===== src/rtl/bounded_response_monitor_pkg.sv =====
// ----------------------------------------------------------------------------
// bounded_response_monitor_pkg
// Shared definitions for the bounded response monitor:
//   match_mode_e   - response matching policy (MATCH_ONE=0, MATCH_ALL=1)
//   MAX_DLY_LIMIT  - largest legal response window (ages 1..32)
//   MAX_CH         - largest legal channel count
//   count_ones     - population count used to total error pulses per cycle
// ----------------------------------------------------------------------------
package bounded_response_monitor_pkg;

    typedef enum logic {
        MATCH_ONE = 1'b0,
        MATCH_ALL = 1'b1
    } match_mode_e;

    localparam int MAX_DLY_LIMIT = 32;
    localparam int MAX_CH        = 16;

    // Result is 6 bits so two counts of up to 16 can be summed without overflow.
    function automatic logic [5:0] count_ones(input logic [MAX_CH-1:0] v);
        logic [5:0] n;
        n = '0;
        for (int i = 0; i < MAX_CH; i++) begin
            n = n + {5'b0, v[i]};
        end
        return n;
    endfunction

endpackage


===== src/rtl/bounded_response_monitor_if.sv =====
// ----------------------------------------------------------------------------
// bounded_response_monitor_if
// Bundles the per-channel request/response pulses and the monitor's status
// outputs.
//   req, rsp      - per-channel pulses driven by the observed system (master)
//   err_timeout   - per-channel pulse, a request expired unanswered
//   err_spurious  - per-channel pulse, a response had no eligible request
//   busy          - per-channel, at least one request pending
//   fail          - sticky error flag
//   err_count     - saturating error total
// Modports: master drives req/rsp, slave (the monitor) drives the status.
// ----------------------------------------------------------------------------
interface bounded_response_monitor_if #(
    parameter int NUM_CH = 4,
    parameter int CNT_W  = 8
);
    logic [NUM_CH-1:0] req;
    logic [NUM_CH-1:0] rsp;
    logic [NUM_CH-1:0] err_timeout;
    logic [NUM_CH-1:0] err_spurious;
    logic [NUM_CH-1:0] busy;
    logic              fail;
    logic [CNT_W-1:0]  err_count;

    modport master (
        output req,
        output rsp,
        input  err_timeout,
        input  err_spurious,
        input  busy,
        input  fail,
        input  err_count
    );

    modport slave (
        input  req,
        input  rsp,
        output err_timeout,
        output err_spurious,
        output busy,
        output fail,
        output err_count
    );
endinterface


===== src/rtl/bounded_response_monitor_channel.sv =====
// ----------------------------------------------------------------------------
// brm_channel
// Tracks outstanding requests of one channel as a vector of ages.
// Bit i of pend means "a request is i+1 cycles old in the current cycle".
// Ports:
//   clock, reset   - clock and asynchronous active-high reset
//   req, rsp       - request / response pulses of this channel
//   err_timeout    - registered pulse, a request aged out unanswered
//   err_spurious   - registered pulse, a response found nothing eligible
//   busy           - registered, some request is pending
//   timeout_evt    - combinational timeout event (next-cycle err_timeout)
//   spurious_evt   - combinational spurious event (next-cycle err_spurious)
// The *_evt outputs let the top update fail/err_count in the same cycle the
// registered pulses appear.
// ----------------------------------------------------------------------------
module brm_channel
    import bounded_response_monitor_pkg::*;
#(
    parameter int          MIN_DLY        = 1,
    parameter int          MAX_DLY        = 4,
    parameter match_mode_e MODE           = MATCH_ONE,
    parameter bit          CHECK_SPURIOUS = 1'b1
) (
    input  logic clock,
    input  logic reset,
    input  logic req,
    input  logic rsp,
    output logic err_timeout,
    output logic err_spurious,
    output logic busy,
    output logic timeout_evt,
    output logic spurious_evt
);

    logic [MAX_DLY-1:0] pend;
    logic [MAX_DLY-1:0] elig_mask;
    logic [MAX_DLY-1:0] elig;
    logic [MAX_DLY-1:0] clr;
    logic [MAX_DLY-1:0] remain;
    logic [MAX_DLY-1:0] pend_next;

    // Ages MIN_DLY..MAX_DLY may be answered.
    always_comb begin
        elig_mask = '0;
        for (int i = 0; i < MAX_DLY; i++) begin
            if (i + 1 >= MIN_DLY) begin
                elig_mask[i] = 1'b1;
            end
        end
    end

    assign elig = pend & elig_mask;

    // Oldest request sits at the highest index, so the last hit in the
    // ascending scan is the one a single response consumes.
    always_comb begin
        clr = '0;
        if (rsp) begin
            if (MODE == MATCH_ALL) begin
                clr = elig;
            end else begin
                for (int i = 0; i < MAX_DLY; i++) begin
                    if (elig[i]) begin
                        clr    = '0;
                        clr[i] = 1'b1;
                    end
                end
            end
        end
    end

    assign remain       = pend & ~clr;
    assign timeout_evt  = remain[MAX_DLY-1];
    assign spurious_evt = CHECK_SPURIOUS & rsp & ~(|elig);

    // The new request enters at age 1 after matching, so a response in the
    // same cycle can never consume it.
    always_comb begin
        pend_next    = '0;
        pend_next[0] = req;
        for (int i = 1; i < MAX_DLY; i++) begin
            pend_next[i] = remain[i-1];
        end
    end

    always_ff @(posedge clock or posedge reset) begin
        if (reset) begin
            pend         <= '0;
            err_timeout  <= 1'b0;
            err_spurious <= 1'b0;
            busy         <= 1'b0;
        end else begin
            pend         <= pend_next;
            err_timeout  <= timeout_evt;
            err_spurious <= spurious_evt;
            busy         <= |pend_next;
        end
    end

endmodule


===== src/rtl/bounded_response_monitor.sv =====
// ----------------------------------------------------------------------------
// bounded_response_monitor
// Checks that every request on each of NUM_CH channels is answered between
// MIN_DLY and MAX_DLY cycles later. Per-channel tracking lives in brm_channel;
// this level aggregates the error events into a sticky fail flag and a
// saturating error counter.
// Ports:
//   clock  - sole clock, rising edge
//   reset  - asynchronous, active-high reset
//   mon    - bounded_response_monitor_if.slave: req/rsp in,
//            err_timeout/err_spurious/busy/fail/err_count out
// ----------------------------------------------------------------------------
module bounded_response_monitor
    import bounded_response_monitor_pkg::*;
#(
    parameter int          NUM_CH         = 4,
    parameter int          MIN_DLY        = 1,
    parameter int          MAX_DLY        = 4,
    parameter match_mode_e MODE           = MATCH_ONE,
    parameter int          CHECK_SPURIOUS = 1,
    parameter int          CNT_W          = 8
) (
    input  logic                        clock,
    input  logic                        reset,
    bounded_response_monitor_if.slave   mon
);

    if (NUM_CH < 1 || NUM_CH > MAX_CH) begin : g_bad_num_ch
        $error("bounded_response_monitor: NUM_CH must be 1..16");
    end
    if (MIN_DLY < 1 || MIN_DLY > MAX_DLY) begin : g_bad_min_dly
        $error("bounded_response_monitor: MIN_DLY must be 1..MAX_DLY");
    end
    if (MAX_DLY > MAX_DLY_LIMIT) begin : g_bad_max_dly
        $error("bounded_response_monitor: MAX_DLY must not exceed 32");
    end
    if (CHECK_SPURIOUS != 0 && CHECK_SPURIOUS != 1) begin : g_bad_check
        $error("bounded_response_monitor: CHECK_SPURIOUS must be 0 or 1");
    end
    if (CNT_W < 1) begin : g_bad_cnt_w
        $error("bounded_response_monitor: CNT_W must be at least 1");
    end

    localparam int SUM_W = CNT_W + 6;

    logic [NUM_CH-1:0] tmo_q;
    logic [NUM_CH-1:0] spur_q;
    logic [NUM_CH-1:0] busy_q;
    logic [NUM_CH-1:0] tmo_evt;
    logic [NUM_CH-1:0] spur_evt;

    for (genvar g = 0; g < NUM_CH; g++) begin : g_ch
        brm_channel #(
            .MIN_DLY        (MIN_DLY),
            .MAX_DLY        (MAX_DLY),
            .MODE           (MODE),
            .CHECK_SPURIOUS (CHECK_SPURIOUS != 0)
        ) u_ch (
            .clock        (clock),
            .reset        (reset),
            .req          (mon.req[g]),
            .rsp          (mon.rsp[g]),
            .err_timeout  (tmo_q[g]),
            .err_spurious (spur_q[g]),
            .busy         (busy_q[g]),
            .timeout_evt  (tmo_evt[g]),
            .spurious_evt (spur_evt[g])
        );
    end

    logic [MAX_CH-1:0] tmo_pad;
    logic [MAX_CH-1:0] spur_pad;
    logic [5:0]        evt_num;
    logic [SUM_W-1:0]  cnt_sum;
    logic [CNT_W-1:0]  cnt_next;
    logic [CNT_W-1:0]  cnt_q;
    logic              fail_q;

    always_comb begin
        tmo_pad              = '0;
        spur_pad             = '0;
        tmo_pad[NUM_CH-1:0]  = tmo_evt;
        spur_pad[NUM_CH-1:0] = spur_evt;
    end

    // A timeout and a spurious response on the same channel count as two.
    assign evt_num = count_ones(tmo_pad) + count_ones(spur_pad);
    assign cnt_sum = {6'b0, cnt_q} + {{CNT_W{1'b0}}, evt_num};

    always_comb begin
        if (cnt_sum[SUM_W-1:CNT_W] != '0) begin
            cnt_next = '1;
        end else begin
            cnt_next = cnt_sum[CNT_W-1:0];
        end
    end

    always_ff @(posedge clock or posedge reset) begin
        if (reset) begin
            cnt_q  <= '0;
            fail_q <= 1'b0;
        end else begin
            cnt_q  <= cnt_next;
            fail_q <= fail_q | (|tmo_evt) | (|spur_evt);
        end
    end

    assign mon.err_timeout  = tmo_q;
    assign mon.err_spurious = spur_q;
    assign mon.busy         = busy_q;
    assign mon.fail         = fail_q;
    assign mon.err_count    = cnt_q;

endmodule


===== src/flat_wrapper.sv =====
// flat-port wrapper written by rule: the top's interface ports become plain ports
module bounded_response_monitor_flat import bounded_response_monitor_pkg::*;
#(
    parameter int          NUM_CH         = 4,
    parameter int          MIN_DLY        = 1,
    parameter int          MAX_DLY        = 4,
    parameter match_mode_e MODE           = MATCH_ONE,
    parameter int          CHECK_SPURIOUS = 1,
    parameter int          CNT_W          = 8
)
  (clock, reset, mon_req, mon_rsp, mon_err_timeout, mon_err_spurious, mon_busy, mon_fail, mon_err_count);
  bounded_response_monitor_if #(.NUM_CH(NUM_CH), .CNT_W(CNT_W)) mon_i ();
  input  logic clock;
  input  logic reset;
  input wire logic [$bits(mon_i.req)-1:0] mon_req;
  input wire logic [$bits(mon_i.rsp)-1:0] mon_rsp;
  output wire logic [$bits(mon_i.err_timeout)-1:0] mon_err_timeout;
  output wire logic [$bits(mon_i.err_spurious)-1:0] mon_err_spurious;
  output wire logic [$bits(mon_i.busy)-1:0] mon_busy;
  output wire logic [$bits(mon_i.fail)-1:0] mon_fail;
  output wire logic [$bits(mon_i.err_count)-1:0] mon_err_count;
  assign mon_i.req = mon_req;
  assign mon_i.rsp = mon_rsp;
  assign mon_err_timeout = mon_i.err_timeout;
  assign mon_err_spurious = mon_i.err_spurious;
  assign mon_busy = mon_i.busy;
  assign mon_fail = mon_i.fail;
  assign mon_err_count = mon_i.err_count;
  bounded_response_monitor #(.NUM_CH(NUM_CH), .MIN_DLY(MIN_DLY), .MAX_DLY(MAX_DLY), .MODE(MODE), .CHECK_SPURIOUS(CHECK_SPURIOUS), .CNT_W(CNT_W)) u_core (.clock(clock), .reset(reset), .mon(mon_i));
endmodule

===== config.mk =====
export PLATFORM = sky130hd
export DESIGN_NAME = bounded_response_monitor_flat
export DESIGN_NICKNAME = d
export VERILOG_FILES = /design/src/rtl/bounded_response_monitor_pkg.sv /design/src/rtl/bounded_response_monitor_if.sv /design/src/rtl/bounded_response_monitor_channel.sv /design/src/rtl/bounded_response_monitor.sv /design/src/flat_wrapper.sv
export SDC_FILE = /design/constraint.sdc
export NUM_CORES = 1
export LEC_CHECK = 0
export CORE_ASPECT_RATIO = 0.8
export CORE_UTILIZATION = 50
export CTS_BUF_LIST = sky130_fd_sc_hd__clkbuf_16
export DETAILED_ROUTE_END_ITERATION = 8
export PLACE_DENSITY = 0.77
export SLEW_MARGIN = 40
export SYNTH_ARGS = -nofsm -noshare
export SYNTH_HDL_FRONTEND = slang
export SYNTH_HIERARCHICAL = 1
export SYNTH_SLANG_ARGS = --single-unit

===== constraint.sdc =====
create_clock -name clock -period 5.9 [get_ports clock]
set_input_delay 1.18 -clock clock [delete_from_list [all_inputs] [get_ports clock]]
set_output_delay 1.18 -clock clock [all_outputs]
set_load 0.01 [all_outputs]

# After elaboration in Yosys (flattened, before gate mapping)
# Cells that the tools add are included.
[totals]
wordCells = 76
out_inout_bits = 21
reg_bits = 37
inputBits = 10
[classes]
addsub = 8
mux = 21
reduce_logical = 11
bitwise = 18
[ops]
columns = ["cell", "n"]
rows = [
  ["4-bit two-way mux", 16],
  ["4-bit OR reduction", 10],
  ["6-bit by 1-bit adder with 6-bit output", 4],
  ["4-bit AND", 4],
  ["4-bit NOT", 4],
  ["8-bit by 6-bit adder with 9-bit output", 1],
  ["8-bit two-way mux", 1],
  ["6-bit adder", 1],
  ["6-bit nonzero test", 1],
  ["1-bit by 1-bit adder with 2-bit output", 2],
  ["1-bit AND", 4],
  ["1-bit two-way mux", 4],
  ["1-bit NOT", 4],
  ["1-bit OR", 2],
]

# Longest topological paths before layout
# Gate-level depths: netlist of the first run.
[depth]
depth_word = 14
ltp_mapped = 12
mapped_depth_nobuf = 12

# Hierarchy
# Netlist of the first run, hierarchy kept.
[by_module_without_submodules]
columns = ["mod", "n_inst", "cells_each", "seq_area_each_um2", "area_each_um2"]
rows = [
  ["brm_channel", 4, 17, 175.2, 260.2],
  ["bounded_response_monitor", 1, 66, 225.2, 663.1],
]

# Least setup slack after synthesis of the first run
# OpenSTA, ideal clock, no wires.
[synth_timing]
kind = "input to register"
startpoint = "input mon_rsp[0]"
endpoint = "register u_core.cnt_q[5], in the netlist u_core/mon.err_count[5]"
stages = 12
required_ns = 5.769
path_slack_ns = 1.637
setup_ns = 0.131
arrival_time_ns = 4.131
path_buffers = 0
path_cell_list = "and2b_2 fa_1 inv_1 fa_1 fa_1 fa_1 inv_1 fa_1 nand3_1 a21o_1 o211ai_1 or3_1"
[synth_between]
elab_chain_cells = 10
elab_cells_between_ends = 14
classes_between = "add/sub (8); mux (2); bitwise (3); reduce/logical (1)"
[synth_lines]
columns = ["item", "line_no", "text"]
rows = [
  ["from (decl)", "flat_wrapper.sv:16", "input wire logic [$bits(mon_i.rsp)-1:0] mon_rsp;"],
  ["4-bit two-way mux", "bounded_response_monitor_channel.sv:58", "if (rsp) begin"],
  ["4-bit NOT", "bounded_response_monitor_channel.sv:72", "assign remain = pend & ~clr;"],
  ["4-bit AND", "bounded_response_monitor_channel.sv:72", ""],
  ["1-bit by 1-bit adder with 2-bit output", "bounded_response_monitor_pkg.sv:24", "n = n + {5'b0, v[i]};"],
  ["6-bit by 1-bit adder with 6-bit output (2 in series)", "bounded_response_monitor_pkg.sv:24", ""],
  ["6-bit adder (*)", "bounded_response_monitor.sv:87", "assign evt_num = count_ones(tmo_pad) + count_ones(spur_pad);"],
  ["8-bit by 6-bit adder with 9-bit output (*)", "bounded_response_monitor.sv:88", "assign cnt_sum = {6'b0, cnt_q} + {{CNT_W{1'b0}}, evt_num};"],
  ["6-bit nonzero test", "bounded_response_monitor.sv:91", "if (cnt_sum[SUM_W-1:CNT_W] != '0) begin"],
  ["8-bit two-way mux (*)", "bounded_response_monitor.sv:91", ""],
  ["net u_core.cnt_next[5]", "bounded_response_monitor.sv:75", "logic [CNT_W-1:0] cnt_next;"],
  ["to (signal assigned)", "bounded_response_monitor.sv:103", "cnt_q <= cnt_next;"],
  ["to (decl)", "bounded_response_monitor.sv:76", "logic [CNT_W-1:0] cnt_q;"],
]
# Mark *: on every way through the listed nets, which the timed path passes. The rest lies on a longest branch.

# Worst setup path in the final report of the first run
[layout_timing]
startpoint = "input mon_rsp[0]"
endpoint = "register u_core.cnt_q[5], in the netlist u_core/mon.err_count[5]"
[layout_between]
elab_chain_cells = 10
elab_cells_between_ends = 14
classes_between = "add/sub (8); mux (2); bitwise (3); reduce/logical (1)"
[layout_lines]
columns = ["item", "line_no", "text"]
rows = [
  ["4-bit two-way mux (*)", "bounded_response_monitor_channel.sv:58", ""],
  ["4-bit NOT (*)", "bounded_response_monitor_channel.sv:72", ""],
  ["4-bit AND (*)", "bounded_response_monitor_channel.sv:72", ""],
  ["net u_core.tmo_evt[0]", "bounded_response_monitor.sv:49", "logic [NUM_CH-1:0] tmo_evt;"],
  ["1-bit by 1-bit adder with 2-bit output (*)", "bounded_response_monitor_pkg.sv:24", ""],
  ["6-bit by 1-bit adder with 6-bit output (*) (2 in series)", "bounded_response_monitor_pkg.sv:24", ""],
  ["6-bit adder (*)", "bounded_response_monitor.sv:87", ""],
  ["8-bit by 6-bit adder with 9-bit output (*)", "bounded_response_monitor.sv:88", ""],
  ["6-bit nonzero test", "bounded_response_monitor.sv:91", ""],
  ["8-bit two-way mux (*)", "bounded_response_monitor.sv:91", ""],
  ["net u_core.cnt_next[5]", "bounded_response_monitor.sv:75", ""],
]
# Marked as above.

==> impl_metrics.tcl, run 1 <==
set metrics [dict create \
    final-hold-violation-count 0 \
    htreeDepth 2 \
    num_vias 1136 \
    timing.final.max_slew_violations 0 \
    slew-limit-headroom 0.6163 \
    max_slew.worst_pin.slew_ns 0.5702 \
    min_path_cells 1 \
    synth_largest_type_area_fraction 0.5433 \
    vdd_ir_drop_max_mv 0.2367 \
    cts_tree "done" \
    synth.area.top_cells "dfrtp_1, fa_1, ha_1" \
    routedWlPerCell_um 14.99 \
    grt_first_pass_wirelength_mm 5.078 \
    grtUsageTotal 0.2079 \
    finalInstanceArea_um2 2172 \
    post-cts-setup-buffers 0 \
    clkTransAtPathRegs_ns 0.05 \
    cts.sinks 37 \
    clockBufferDepth 2 \
    fmax_mhz 207.1 \
    reg2reg_depth 12 \
    synthCells 134 \
    syn_avg_cell_area_um2 12.72 \
    grt_max_degree 11 \
    yosys.area.top_type "dfrtp_1" \
    synth-seq-cells 37 \
    die_area_um2 3647 \
    r2r-end "u_core/mon.err_count[5]$_DFF_PP0_" \
    reg2reg_slack_ns 2.18 \
    rows 18 \
    cts_root_buf "clkbuf_16" \
    synth_warnings 6 \
    antenna_found_initial 0 \
    hold_start "u_core/g_ch[1].u_ch/elig[0]$_DFF_PP0_" \
    critPathMaxFanout 5 \
    critPathKind "in2reg" \
    syn_area_um2 1704 \
    period_minus_slack_ns 4.829 \
    rsz0062_at_grt "false" \
    holdCritPathClass "reg2reg" \
    power_frac_clock 0.287 \
    pwr-share-comb 0.313 \
    syn_nets 155 \
    grt_overflow 0 \
    pwr-share-seq 0.401 \
    detail-route-antenna-nets 0 \
    yosys.cell_types.count 34 \
    nets 191 \
    end_kind "flop" \
    cap_violations 0 \
    routed_via_density 5.410 \
    routed_wl_mm 3.148 \
    yosysSeqAreaShare 0.5433 \
    ctsResizeCount 0 \
    postCtsHoldBufs 0 \
    clock_latency_ns 0.28 \
    skew_ns 0.001314 \
    rr_startpoint "u_core/g_ch[0].u_ch/elig[3]$_DFF_PP0_" \
    die_w_um 67.27 \
    pre_cts_ws_ns 0.8325 \
    setup_violations 0 \
    layout-drive-gt1-share 0.1471 \
    core_um2 3176 \
    p_leak_nw 0.9770 \
    antenna-diode-count 0 \
    cp.required_ns 6.05 \
    tns_ns 0 \
    die_y_um 54.22 \
    intPower_mw 0.5886 \
    area_growth_pct 27.46 \
    period_share 0.8184 \
    dr.pass1.iters 4 \
    layout_common_cells "dfrtp_1, clkdlybuf4s50_1, inv_1, o21a_1, ha_1" \
    initial_utilization 0.5366 \
    whs_endpoint "u_core/g_ch[1].u_ch/err_spurious$_DFF_PP0_" \
    final_common_cell "dfrtp_1" \
    dp_hpwl_mm 2.279 \
    drc_errors 0 \
    numPortBuffers 30 \
    arrival_ns 4.98 \
    grt_pass1_vias 1105 \
    status "completed" \
    p_per_area_nw_per_um2 388.4 \
    critical_path.startpoint_type "input pin" \
    gp_congestion 0.8326 \
    drt_iter0_drc 84 \
    cts-buffers-inserted 5 \
    io_pins 31 \
    netSwitchingPower_mw 0.2550 \
    setup_ws_ns 1.071 \
    switching_share 0.3023 \
    placed_area_um2 2039 \
]
## metrics by stage
step                hold slack, ns  power, mW  utilization  std cells
global placement            0.5054     0.5877       0.6422        203
finish                      0.5261     0.8437       0.6840        210
floorplan                   0.4834     0.4980            -        134
detailed placement          0.5152     0.5952       0.6422        203
global route                0.5551     0.8932       0.6840        210
CTS                         0.5241     0.8518       0.6840        210
## kinds of logic after synthesis
group,synth area share
and+or+nand+nor,0.1557
AOI/OAI and AO/OA,0.1512
buffers and inverters,0.04185
adders and majority gates,0.1028
xor gates and xnor gates,0.005140
DFF,0.5433
## cell type report
class	instances	area, µm²
Fill cell	233	1003
Sequential cell	37	925.9
Multi-Input combinational cell	81	706.9
Timing Repair Buffer	30	300.3
Clock buffer	5	125.1
Inverter	15	56.30
Tap cell	40	50.05
Clock inverter	2	7.507
## flip-flops by register name (all words and copies together) (netlist names)
signal and flops:
u_core/g_ch.u_ch/elig 16, u_core/mon.err_count 8, u_core/g_ch.u_ch/busy 4, u_core/g_ch.u_ch/err_spurious 4, u_core/g_ch.u_ch/err_timeout 4, u_core/mon.fail 1
## per-layer routing
layer  track usage  vias up  wire [µm]
met5             0        -          0
met4        0.1418        0         87
met3       0.06042        7        169
met2        0.3300       33       1531
met1        0.2483      548       1359
li1              -      548          -
## synth_stat cells
cell type,number
a31oi_1,2
o21bai_1,4
o21ai_0,1
nor3b_1,1
and2_2,4
o31a_1,1
a21o_1,1
nand2b_1,1
or3_1,1
and2b_2,4
a211oi_2,4
nand2b_4,4
o31a_2,4
or2b_1,1
ha_1,6
a21oi_1,1
nand2_1,4
nand3_1,1
inv_1,15
o21a_1,6
a41oi_1,1
fa_1,5
nor2b_1,2
a211oi_1,5
and3_1,1
and3b_1,1
buf_8,1
dfrtp_1,37
o211ai_1,1
nand4_1,2
xnor2_1,1
nor3_1,3
nor2_1,3
nor4_1,5
## power by group through the flow
| stage | clock (mW) | combinational, mW | sequential [mW] |
|---|---|---|---|
| 4_1_cts | 0.248 | 0.267 | 0.337 |
| 5_1_grt | 0.258 | 0.291 | 0.344 |
| 6_report | 0.242 | 0.264 | 0.338 |
| 3_5_place_dp | 0 | 0.255 | 0.341 |
| 3_3_place_gp | 0 | 0.251 | 0.337 |
| 2_1_floorplan | 0 | 0.154 | 0.344 |
## worst max-delay path: stages
cell and delay (ns):
clkdlybuf4s50_1 0.54, and2b_2 0.27, fa_1 0.52, inv_1 0.05, fa_1 0.46, fa_1 0.53
fa_1 0.19, inv_1 0.07, fa_1 0.42, nand3_1 0.13, a21o_1 0.21, o211ai_1 0.10
or3_1 0.30
## how the worst max path moves through the flow
stage	startpoint	endpoint	slack (ns)
after global placement	mon_rsp[0]	u_core/mon.err_count[5]$_DFF_PP0_	0.99
after detailed placement	mon_rsp[0]	u_core/mon.err_count[5]$_DFF_PP0_	0.83
after CTS	mon_rsp[0]	u_core/mon.err_count[5]$_DFF_PP0_	1.05
final	mon_rsp[0]	u_core/mon.err_count[5]$_DFF_PP0_	1.07
after floorplan	mon_rsp[0]	u_core/mon.err_count[5]$_DFF_PP0_	1.64
after global routing	mon_rsp[0]	u_core/mon.err_count[5]$_DFF_PP0_	0.92
Note: power is estimated with default switching activity, not from simulation.
==> run 2, diff against run 1 <==
Settings changed: CORE_UTILIZATION 50 to 46, PLACE_DENSITY 0.77 to 0.74.
Clock period 5.9 ns to 3.9 ns, I/O delays scaled along.
==> run 2 against run 1 <==
- count of clock-buffer cells in the layout stayed put
- largest cell class unchanged
- highest routed layer unchanged
- die area up 8.4%
- first-iteration DRC count decreased by 42%
- largest power group is now the clock network
- setup slack worse by 0.96 ns
- global-route usage is 2.1 points lower
- clock power up 110%
==> impl_metrics.tcl, run 2 (synthesis results as in run 1) <==
set metrics [dict create \
    status "completed" \
    finalInstanceArea_um2 2362 \
    critPathKind "in2reg" \
    setup_ws_ns 0.1080 \
    routed_via_density 5.211 \
    dp_cells 215 \
    cts_root_buf "clkbuf_16" \
    die_w_um 70.05 \
    final-hold-violation-count 0 \
    detail-route-antenna-nets 0 \
    drt_iter0_drc 49 \
    dr.pass1.iters 4 \
    setup_violations 0 \
    end_kind "flop" \
    initial_utilization 0.4876 \
    arrival_ns 3.95 \
    critPathMaxFanout 2 \
    die_area_um2 3954 \
    skew_ns 0.002670 \
    clkTransAtPathRegs_ns 0.05 \
    cts.sinks 37 \
    final_core_util 0.6760 \
    drc_errors 0 \
    dp_hpwl_mm 2.336 \
    cap_violations 0 \
    layout_common_cells "dfrtp_1, clkdlybuf4s50_1, buf_4, inv_1" \
    gp_congestion 0.7898 \
    postCtsHoldBufs 0 \
    critical_path.startpoint_type "input pin" \
    clockBufferDepth 2 \
    pre_cts_ws_ns -0.5385 \
    vdd_ir_drop_max_mv 0.2640 \
    cts-buffers-inserted 5 \
    core_um2 3495 \
    htreeDepth 2 \
    period_share 0.9723 \
    antenna-diode-count 0 \
    slew-limit-headroom 0.7228 \
    antenna_found_initial 0 \
    grt_first_pass_wirelength_mm 5.582 \
    nets 206 \
    grt_overflow 0 \
    grt_pass1_vias 1262 \
    num_vias 1188 \
    die_y_um 56.44 \
    layout-drive-gt1-share 0.2688 \
    cts_tree "done" \
    fmax_mhz 263.7 \
    rows 19 \
    clock_latency_ns 0.28 \
    final_cells 228 \
    largest_reg_flops 16 \
    placed_area_um2 2117 \
    final_common_cell "dfrtp_1" \
    p_leak_nw 1.084 \
    period_minus_slack_ns 3.792 \
    routedWlPerCell_um 14.11 \
    tns_ns 0 \
    timing.final.max_slew_violations 0 \
    cp.required_ns 4.05 \
    holdCritPathClass "reg2reg" \
    io_pins 31 \
    p_per_area_nw_per_um2 610.2 \
    grtUsageTotal 0.1872 \
    numPortBuffers 30 \
    max_slew.worst_pin.slew_ns 0.4121 \
    area_growth_pct 38.62 \
    routed_wl_mm 3.216 \
    grt_max_degree 13 \
]
run 2: cell types whose count changed in the layout (fill, tap and decap cells not counted), moves of 2 or more:
cell / previous run / this run
buf_4: 0 / 15
clkdlybuf4s50_1: 30 / 27
buf_2: 0 / 2
bufinv_16: 0 / 2
fa_1: 5 / 3
fa_2: 0 / 2
inv_1: 16 / 14
run 2: report_power, final:
group | leakage (nW) | internal (mW) | switching [mW]
Clock | 0.0938 | 0.365 | 0.146
Sequential | 0.450 | 0.445 | 0.0638
Combinational | 0.541 | 0.236 | 0.186
Total | 1.08 | 1.05 | 0.396
run 2: per-stage QoR:
| stage | power, mW | hold slack (ns) |
|---|---|---|
| after floorplan | 0.7533 | 0.4834 |
| after global placement | 0.8920 | 0.5114 |
| after detailed placement | 0.9041 | 0.5169 |
| after CTS | 1.449 | 0.5271 |
| after global routing | 1.526 | 0.5615 |
| final | 1.442 | 0.5230 |
run 2: area by class of cell:
| type | count | area, µm² |
|---|---|---|
| fillers | 261 | 1132 |
| multi-input cells | 81 | 732.0 |
| inverters | 15 | 56.30 |
| clock buffers | 5 | 125.1 |
| well taps | 42 | 52.55 |
| flip-flops and latches | 37 | 925.9 |
| clock inverters | 3 | 65.06 |
| repair buffers | 45 | 405.4 |
run 2: critical path: stages:
cell and delay [ns]:
buf_2 0.09, and2b_2 0.23, fa_1 0.51, inv_1 0.05
fa_1 0.45, fa_1 0.52, fa_2 0.22, inv_2 0.04
fa_2 0.35, nand3_2 0.10, a21o_1 0.14, o211ai_1 0.09
or3_1 0.38
run 2: final timing paths:
kind                       slack, ns                             startpoint  cells past startpoint                                    end
max in group asynchronous       2.72                                  reset                      2      u_core/mon.err_count[1]$_DFF_PP0_
max reg2reg                     0.35  u_core/g_ch[0].u_ch/elig[3]$_DFF_PP0_                     12      u_core/mon.err_count[5]$_DFF_PP0_
max                             0.11                             mon_rsp[0]                     13      u_core/mon.err_count[5]$_DFF_PP0_
min                             0.52              u_core/mon.fail$_DFF_PP0_                      2              u_core/mon.fail$_DFF_PP0_
min in group asynchronous       0.89                                  reset                      2  u_core/g_ch[1].u_ch/elig[2]$_DFF_PP0_
min reg2reg                     0.52              u_core/mon.fail$_DFF_PP0_                      2              u_core/mon.fail$_DFF_PP0_
run 2: what timing repair did:
action	4_1_cts	5_1_grt
setup buffers	4	1
setup endpoints to repair	8	4
pin swaps	8	6
gates resized for setup	14	1
run 2: routing by layer:
layer | wire length [µm] | share of wire | GRT usage
met2 | 1660 | 0.52 | 0.3214
met1 | 1392 | 0.43 | 0.2309
met4 | 42 | 0.013 | 0.06000
met3 | 120 | 0.037 | 0.05027
met5 | 0 | 0 | 0
